## config.mk

```make
export PLATFORM = sky130hd
export DESIGN_NAME = prio_enc_seg_display_flat
export DESIGN_NICKNAME = d
export VERILOG_FILES = /design/src/rtl/prio_enc_seg_display_pkg.sv /design/src/rtl/prio_enc_seg_display_if.sv /design/src/rtl/prio_enc_seg_display_scan.sv /design/src/rtl/prio_enc_seg_display.sv /design/src/flat_wrapper.sv
export SDC_FILE = /design/constraint.sdc
export NUM_CORES = 1
export LEC_CHECK = 0
export ABC_AREA = 1
export BUFFER_PORTS_ARGS = -buffer_cell sky130_fd_sc_hd__buf_4
export CAP_MARGIN = 25
export CORE_ASPECT_RATIO = 1.4
export CORE_UTILIZATION = 60
export DETAILED_ROUTE_END_ITERATION = 16
export PLACE_DENSITY = 0.86
export SKIP_LAST_GASP = 1
export SLEW_MARGIN = 40
export SYNTH_ARGS = -nofsm -noshare
export SYNTH_HDL_FRONTEND = slang
export SYNTH_SLANG_ARGS = --single-unit
```

## constraint.sdc

```tcl
create_clock -name clk -period 3.29 [get_ports clk]
set_input_delay 0.4935 -clock clk [delete_from_list [all_inputs] [get_ports clk]]
set_output_delay 0.4935 -clock clk [all_outputs]
set_load 0.005 [all_outputs]
```

## src/rtl/prio_enc_seg_display_pkg.sv

```systemverilog
// Seven-segment glyph constants and digit lookup.
// Segments are {g,f,e,d,c,b,a}, active-low.
package seg7_pkg;

    localparam logic [6:0] SEG_DASH  = 7'h3F;
    localparam logic [6:0] SEG_BLANK = 7'h7F;

    localparam logic [6:0] SEG_DIGIT [0:9] = '{
        7'h40, 7'h79, 7'h24, 7'h30, 7'h19,
        7'h12, 7'h02, 7'h78, 7'h00, 7'h10
    };

    function automatic logic [6:0] dig2seg(input logic [3:0] d);
        logic [6:0] r;
        r = SEG_BLANK;
        for (int i = 0; i < 10; i++) begin
            if (d == 4'(i)) r = SEG_DIGIT[i];
        end
        return r;
    endfunction

endpackage

```

## src/rtl/prio_enc_seg_display_if.sv

```systemverilog
// Request/result/display bundle of the priority encoder display.
// slave = the block, master = whoever drives x/sample/mode.
interface prio_enc_seg_display_if #(
    parameter int IN_W = 8
);
    localparam int IDX_W = $clog2(IN_W);

    logic [IN_W-1:0]  x;
    logic             sample;
    logic             mode;
    logic [IDX_W-1:0] idx;
    logic             valid;
    logic             changed;
    logic [3:0]       seg_an;
    logic [6:0]       seg;
    logic [1:0]       ptr;
    logic             slot_wrap;

    modport master (
        output x, sample, mode,
        input  idx, valid, changed, seg_an, seg, ptr, slot_wrap
    );

    modport slave (
        input  x, sample, mode,
        output idx, valid, changed, seg_an, seg, ptr, slot_wrap
    );

endinterface

```

## src/rtl/prio_enc_seg_display_scan.sv

```systemverilog
// Digit scanner: slot divider, 2-bit digit pointer, registered anodes.
// Anodes lag ptr by one clk so they line up with the registered segments.
module seg7_scan #(
    parameter int SCAN_DIV = 50000
) (
    input  logic       clk,
    input  logic       rst_n,
    output logic [1:0] ptr_o,
    output logic [3:0] seg_an_o,
    output logic       wrap_o
);
    localparam int DIV_W = (SCAN_DIV > 1) ? $clog2(SCAN_DIV) : 1;

    logic [DIV_W-1:0] div_q, div_d;
    logic [1:0]       ptr_q, ptr_d;
    logic [3:0]       seg_an_q, seg_an_d;

    always_comb begin
        wrap_o   = (div_q == DIV_W'(SCAN_DIV - 1));
        div_d    = wrap_o ? '0 : div_q + DIV_W'(1);
        ptr_d    = wrap_o ? ptr_q + 2'd1 : ptr_q;
        seg_an_d = ~(4'b0001 << ptr_q);
    end

    always_ff @(posedge clk or negedge rst_n) begin
        if (!rst_n) begin
            div_q    <= '0;
            ptr_q    <= 2'd0;
            seg_an_q <= 4'b1110;
        end else begin
            div_q    <= div_d;
            ptr_q    <= ptr_d;
            seg_an_q <= seg_an_d;
        end
    end

    assign ptr_o    = ptr_q;
    assign seg_an_o = seg_an_q;

endmodule

```

## src/rtl/prio_enc_seg_display.sv

```systemverilog
// Sampled priority encoder feeding a 4-digit multiplexed 7-seg bank.
// Index shown in decimal (mode=0) or as binary bits (mode=1).
module prio_enc_seg_display
    import seg7_pkg::*;
#(
    parameter int IN_W     = 8,
    parameter int SCAN_DIV = 50000
) (
    input  logic                  clk,
    input  logic                  rst_n,
    prio_enc_seg_display_if.slave bus
);
    localparam int IDX_W = $clog2(IN_W);

    logic [IN_W-1:0]  x_q, x_d;
    logic [IDX_W-1:0] idx_q, idx_d;
    logic             valid_q, valid_d;
    logic             changed_q, changed_d;
    logic [6:0]       seg_q, seg_d;

    logic [1:0]       ptr;
    logic [3:0]       seg_an;
    logic             slot_wrap;
    logic [3:0]       idx_ext;

    seg7_scan #(
        .SCAN_DIV (SCAN_DIV)
    ) u_scan (
        .clk      (clk),
        .rst_n    (rst_n),
        .ptr_o    (ptr),
        .seg_an_o (seg_an),
        .wrap_o   (slot_wrap)
    );

    always_comb begin
        x_d = bus.sample ? bus.x : x_q;
    end

    // Low-to-high scan: the last set bit seen is the highest one.
    always_comb begin
        idx_d   = '0;
        valid_d = 1'b0;
        for (int i = 0; i < IN_W; i++) begin
            if (x_q[i]) begin
                idx_d   = IDX_W'(i);
                valid_d = 1'b1;
            end
        end
        changed_d = ({valid_d, idx_d} != {valid_q, idx_q});
    end

    always_comb begin
        idx_ext = 4'(idx_q);
        seg_d   = SEG_BLANK;
        unique case (1'b1)
            !valid_q: begin
                seg_d = SEG_DASH;
            end
            valid_q && !bus.mode: begin
                if (ptr == 2'd0)
                    seg_d = dig2seg(idx_ext % 4'd10);
                else if (ptr == 2'd1 && idx_ext >= 4'd10)
                    seg_d = SEG_DIGIT[1];
            end
            valid_q && bus.mode: begin
                if (int'(ptr) < IDX_W)
                    seg_d = idx_ext[ptr] ? SEG_DIGIT[1] : SEG_DIGIT[0];
            end
            default: begin
                seg_d = SEG_BLANK;
            end
        endcase
    end

    always_ff @(posedge clk or negedge rst_n) begin
        if (!rst_n) begin
            x_q       <= '0;
            idx_q     <= '0;
            valid_q   <= 1'b0;
            changed_q <= 1'b0;
            seg_q     <= SEG_DASH;
        end else begin
            x_q       <= x_d;
            idx_q     <= idx_d;
            valid_q   <= valid_d;
            changed_q <= changed_d;
            seg_q     <= seg_d;
        end
    end

    assign bus.idx       = idx_q;
    assign bus.valid     = valid_q;
    assign bus.changed   = changed_q;
    assign bus.seg_an    = seg_an;
    assign bus.seg       = seg_q;
    assign bus.ptr       = ptr;
    assign bus.slot_wrap = slot_wrap;

endmodule

```

## src/flat_wrapper.sv

```systemverilog
// flat-port wrapper written by rule: the top's interface ports become plain ports
module prio_enc_seg_display_flat import seg7_pkg::*;
#(
    parameter int IN_W     = 8,
    parameter int SCAN_DIV = 50000
)
  (clk, rst_n, bus_x, bus_sample, bus_mode, bus_idx, bus_valid, bus_changed, bus_seg_an, bus_seg, bus_ptr, bus_slot_wrap);
  prio_enc_seg_display_if #(.IN_W(IN_W)) bus_i ();
  input  logic clk;
  input  logic rst_n;
  input wire logic [$bits(bus_i.x)-1:0] bus_x;
  input wire logic [$bits(bus_i.sample)-1:0] bus_sample;
  input wire logic [$bits(bus_i.mode)-1:0] bus_mode;
  output wire logic [$bits(bus_i.idx)-1:0] bus_idx;
  output wire logic [$bits(bus_i.valid)-1:0] bus_valid;
  output wire logic [$bits(bus_i.changed)-1:0] bus_changed;
  output wire logic [$bits(bus_i.seg_an)-1:0] bus_seg_an;
  output wire logic [$bits(bus_i.seg)-1:0] bus_seg;
  output wire logic [$bits(bus_i.ptr)-1:0] bus_ptr;
  output wire logic [$bits(bus_i.slot_wrap)-1:0] bus_slot_wrap;
  assign bus_i.x = bus_x;
  assign bus_i.sample = bus_sample;
  assign bus_i.mode = bus_mode;
  assign bus_idx = bus_i.idx;
  assign bus_valid = bus_i.valid;
  assign bus_changed = bus_i.changed;
  assign bus_seg_an = bus_i.seg_an;
  assign bus_seg = bus_i.seg;
  assign bus_ptr = bus_i.ptr;
  assign bus_slot_wrap = bus_i.slot_wrap;
  prio_enc_seg_display #(.IN_W(IN_W), .SCAN_DIV(SCAN_DIV)) u_core (.clk(clk), .rst_n(rst_n), .bus(bus_i));
endmodule
```

==> metrics.md <==
| Metric | Value |
|---|---|
| Area Growth Syn to Fin | `17.9%` |
| Compound-Gate Fraction of Synth Area | `0.0733` |
| Largest net degree at the start of global routing | `between 40 and 50` |
| Main combinational cell family by area after synthesis | `simple AND/OR/NAND/NOR gates` |
| Worst path arrival time | `1.61 ns` |
| Ant diodes | `0` |
| Critical path class | `reg2out` |
| DRT iter0 DRCs | `between 60 and 70` |
| Synthesized netlist cell count | `between 200 and 250` |
| Layout cells sized above 1 | `0.243` |
| Filler Cells Inserted | `approximately 250` |
| RSZ-0062 raised after global routing | `no` |
| Final critical-path share of the clock period | `0.640` |
| Hold WC Path Type | `in2async` |
| # setup viols final | `0` |
| Peak VDD IR | `about 0.46 mV` |
| Hold buffers post-CTS | `0` |
| Area share of the largest cell type after synthesis | `0.410` |
| Synth Area in Adders | `0.0311` |
| Die area | `roughly 3600 um2` |
| Startpoint type of the worst setup path | `register` |
| Final slew viol count | `0` |
| Leading area contributor after synthesis | `dfrtp_1` |
| Worst setup EP type | `output port` |
| Clock sinks | `42` |
| Worst Skew | `~0.0065 ns` |
| Leak | `between 0.001 and 0.0015 uW` |
| Top post-synthesis cells by count | `nand2_1, dfrtp_1, inv_1, nor2_1, nand3_1` |
| WL final | `3.77 mm` |
| # rows | `24` |
| Die X | `slightly above 50 um` |
| Total power | `between 1000 and 1500 uW` |
| Register area share after synthesis | `0.527` |
| Xor and xnor fraction of the mapped netlist area | `0.0435` |
| Setup TNS | `0 ns` |
| Hold violation total from the final report | `0` |
| Max FO, Critical Path | `8` |
| Routability congestion estimate | `about 0.84` |
| YS warnings | `0` |
| Buffers on Ports | `30` |
| Post-synth EDFFs | `0` |
| Grt ovf | `0` |
| Rel. slew slack | `0.670` |
| Pwr Density | `about 430 nW/um2` |
| Post-CTS setup buffer count | `0` |
| Mux contribution to synthesized area | `0.0112` |
| Worst-path clk slew | `around 0.080 ns` |
| Residual DRC | `0` |
| Syn Nets | `roughly 250` |
| Number of global-route vias before repair | `1558` |
| Post-CTS Resized | `0` |
| CTS tree | `yes` |
| Top_reg_cell synth | `dfrtp_1` |
| Starting Density | `0.639` |
| Area of the core | `3150 um2` |
| Worst skew pair latency | `approximately 0.3 ns` |
| H-Tree Depth | `2` |
| Pre-antenna DRT Iters | `4` |
| Worst-Margin Slew | `just under 0.5 ns` |
| GRT Overall Usage | `0.246` |
| Max cap viols | `0` |
| Simple-gate share of the synthesized area | `0.248` |
| Top area cells in the synthesized netlist | `dfrtp_1, dfstp_2, nand2_1, inv_1, nand3_1` |
| Status | `complete, no violations` |
| Fmax achieved | `475 MHz` |
| Cts bufs inserted | `5` |
| Ports | `31` |
| Synth Area per Inst | `roughly 8.8 um2` |
| Antenna violations before repair | `0` |
| Die Span Y | `70.6 um` |
| DR vias | `approximately 1600` |
| Critical Path RT | `2.80 ns` |
| Fraction of registers with async set/reset | `1.00` |
| Vias per cell | `around 5.3` |
| CTS root buffer | `clkbuf_8` |
| #FFs+latches synth | `between 40 and 50` |
| CTS max path bufs | `2` |
| Most instantiated library cell after synthesis | `nand2_1` |
| Synthesized cell area | `approximately 2000 um2` |
| DP HPWL | `2.80 mm` |
| Nets | `around 280` |
| DR WL/cell | `~12 um` |
| Final ANT Viol Nets | `0` |
| Final worst path period need | `2.10 ns` |
| First-pass GRT wire length | `6.47 mm` |
| Post-synth cell types | `28` |
-- report_power, final --
part	switching [uW]	internal (uW)	leakage [uW]
Sequential	16.3	552	0.000502
Clock	185	149	0.0000441
Combinational	70.2	58.4	0.000621
-- registers in the layout (all words and copies together), names as in the netlist --
register / count
u_core.bus.changed: 1
u_core.bus.idx: 3
u_core.bus.seg: 7
u_core.bus.valid: 1
u_core.u_scan.div_q: 16
u_core.u_scan.ptr_o: 2
u_core.u_scan.seg_an_o: 4
u_core.x_q: 8
-- placed cells by master, fill, tap and decap left out, drive strengths merged --
master and n:
nor2 30, buf 30, ha 5, clkbuf 5
o21ai 16, xor2 10, nand3 19, dfrtp 33
nor3b 1, nor3 3, a21boi 1, dfstp 9
clkinvlp 1, clkinv 4, nand2 53, inv 31
a21oi 8, mux2 2, o21bai 1, a41oi 1
nand4 3, or2 1
-- worst max-delay path: stages, from the launching register on --
cell,delay [ns]
dfrtp_1,0.37
ha_1,0.26
inv_2,0.06
nor2_4,0.14
inv_2,0.06
nor2_2,0.11
nand2_2,0.10
clkinv_4,0.10
buf_4,0.11
-- per-stage QoR --
stage          hold slack, ns   util  cell area [um2]  setup WS [ns]  cells
2_1_floorplan           0.198      -             2010           1.71    230
4_1_cts                 0.170  0.753             2370           1.17    306
5_1_grt                 0.202  0.753             2370           1.06    306
3_5_place_dp            0.451  0.725             2280           1.51    298
3_3_place_gp            0.441  0.725             2280           1.56    298
6_report                0.161  0.753             2370           1.19    306
-- cell families (layout without fill, tap and decap cells) --
group / after synthesis / after routing
flip-flops: 42 / 42
AND/OR/NAND/NOR: 110 / 110
XOR/XNOR: 10 / 10
multiplexers: 2 / 2
AO/OA/AOI/OAI: 27 / 27
adder cells (fa/ha/maj): 5 / 5
buffers and inverters: 34 / 71
-- layout make-up --
cell class	instances	area, um2	area share
well taps	39	48.8	0.0205
flip-flops and latches	42	1060	0.447
repair buffers	30	225	0.0948
multi-input cells	154	820	0.345
clock inverters	3	21.3	0.00896
clock buffers	5	68.8	0.0290
inverters	33	129	0.0543
-- worst paths after layout --
path / start / to / slack (ns) / cells past startpoint
worst max-delay path: u_core.u_scan.div_q[0] / bus_slot_wrap / 1.19 / 8
worst min-delay path: rst_n / u_core.x_q[2] / 0.16 / 1
worst max register to register: u_core.u_scan.ptr_o[0] / u_core.bus.seg[5] / 1.70 / 6
worst min register to register: u_core.u_scan.div_q[0] / u_core.u_scan.div_q[0] / 0.46 / 1
max in group asynchronous: rst_n / u_core.u_scan.seg_an_o[2] / 2.77 / 1
min in group clk: bus_mode / u_core.bus.seg[5] / 0.39 / 2
-- layer usage --
metal | global-route usage | up-vias | routed length [um]
met5 | 0 | - | 0
li1 | - | 803 | -
met4 | 0.139 | 0 | 111
met2 | 0.418 | 46 | 1910
met1 | 0.274 | 751 | 1590
met3 | 0.0602 | 11 | 155
Power figures use the tool's default switching activity.
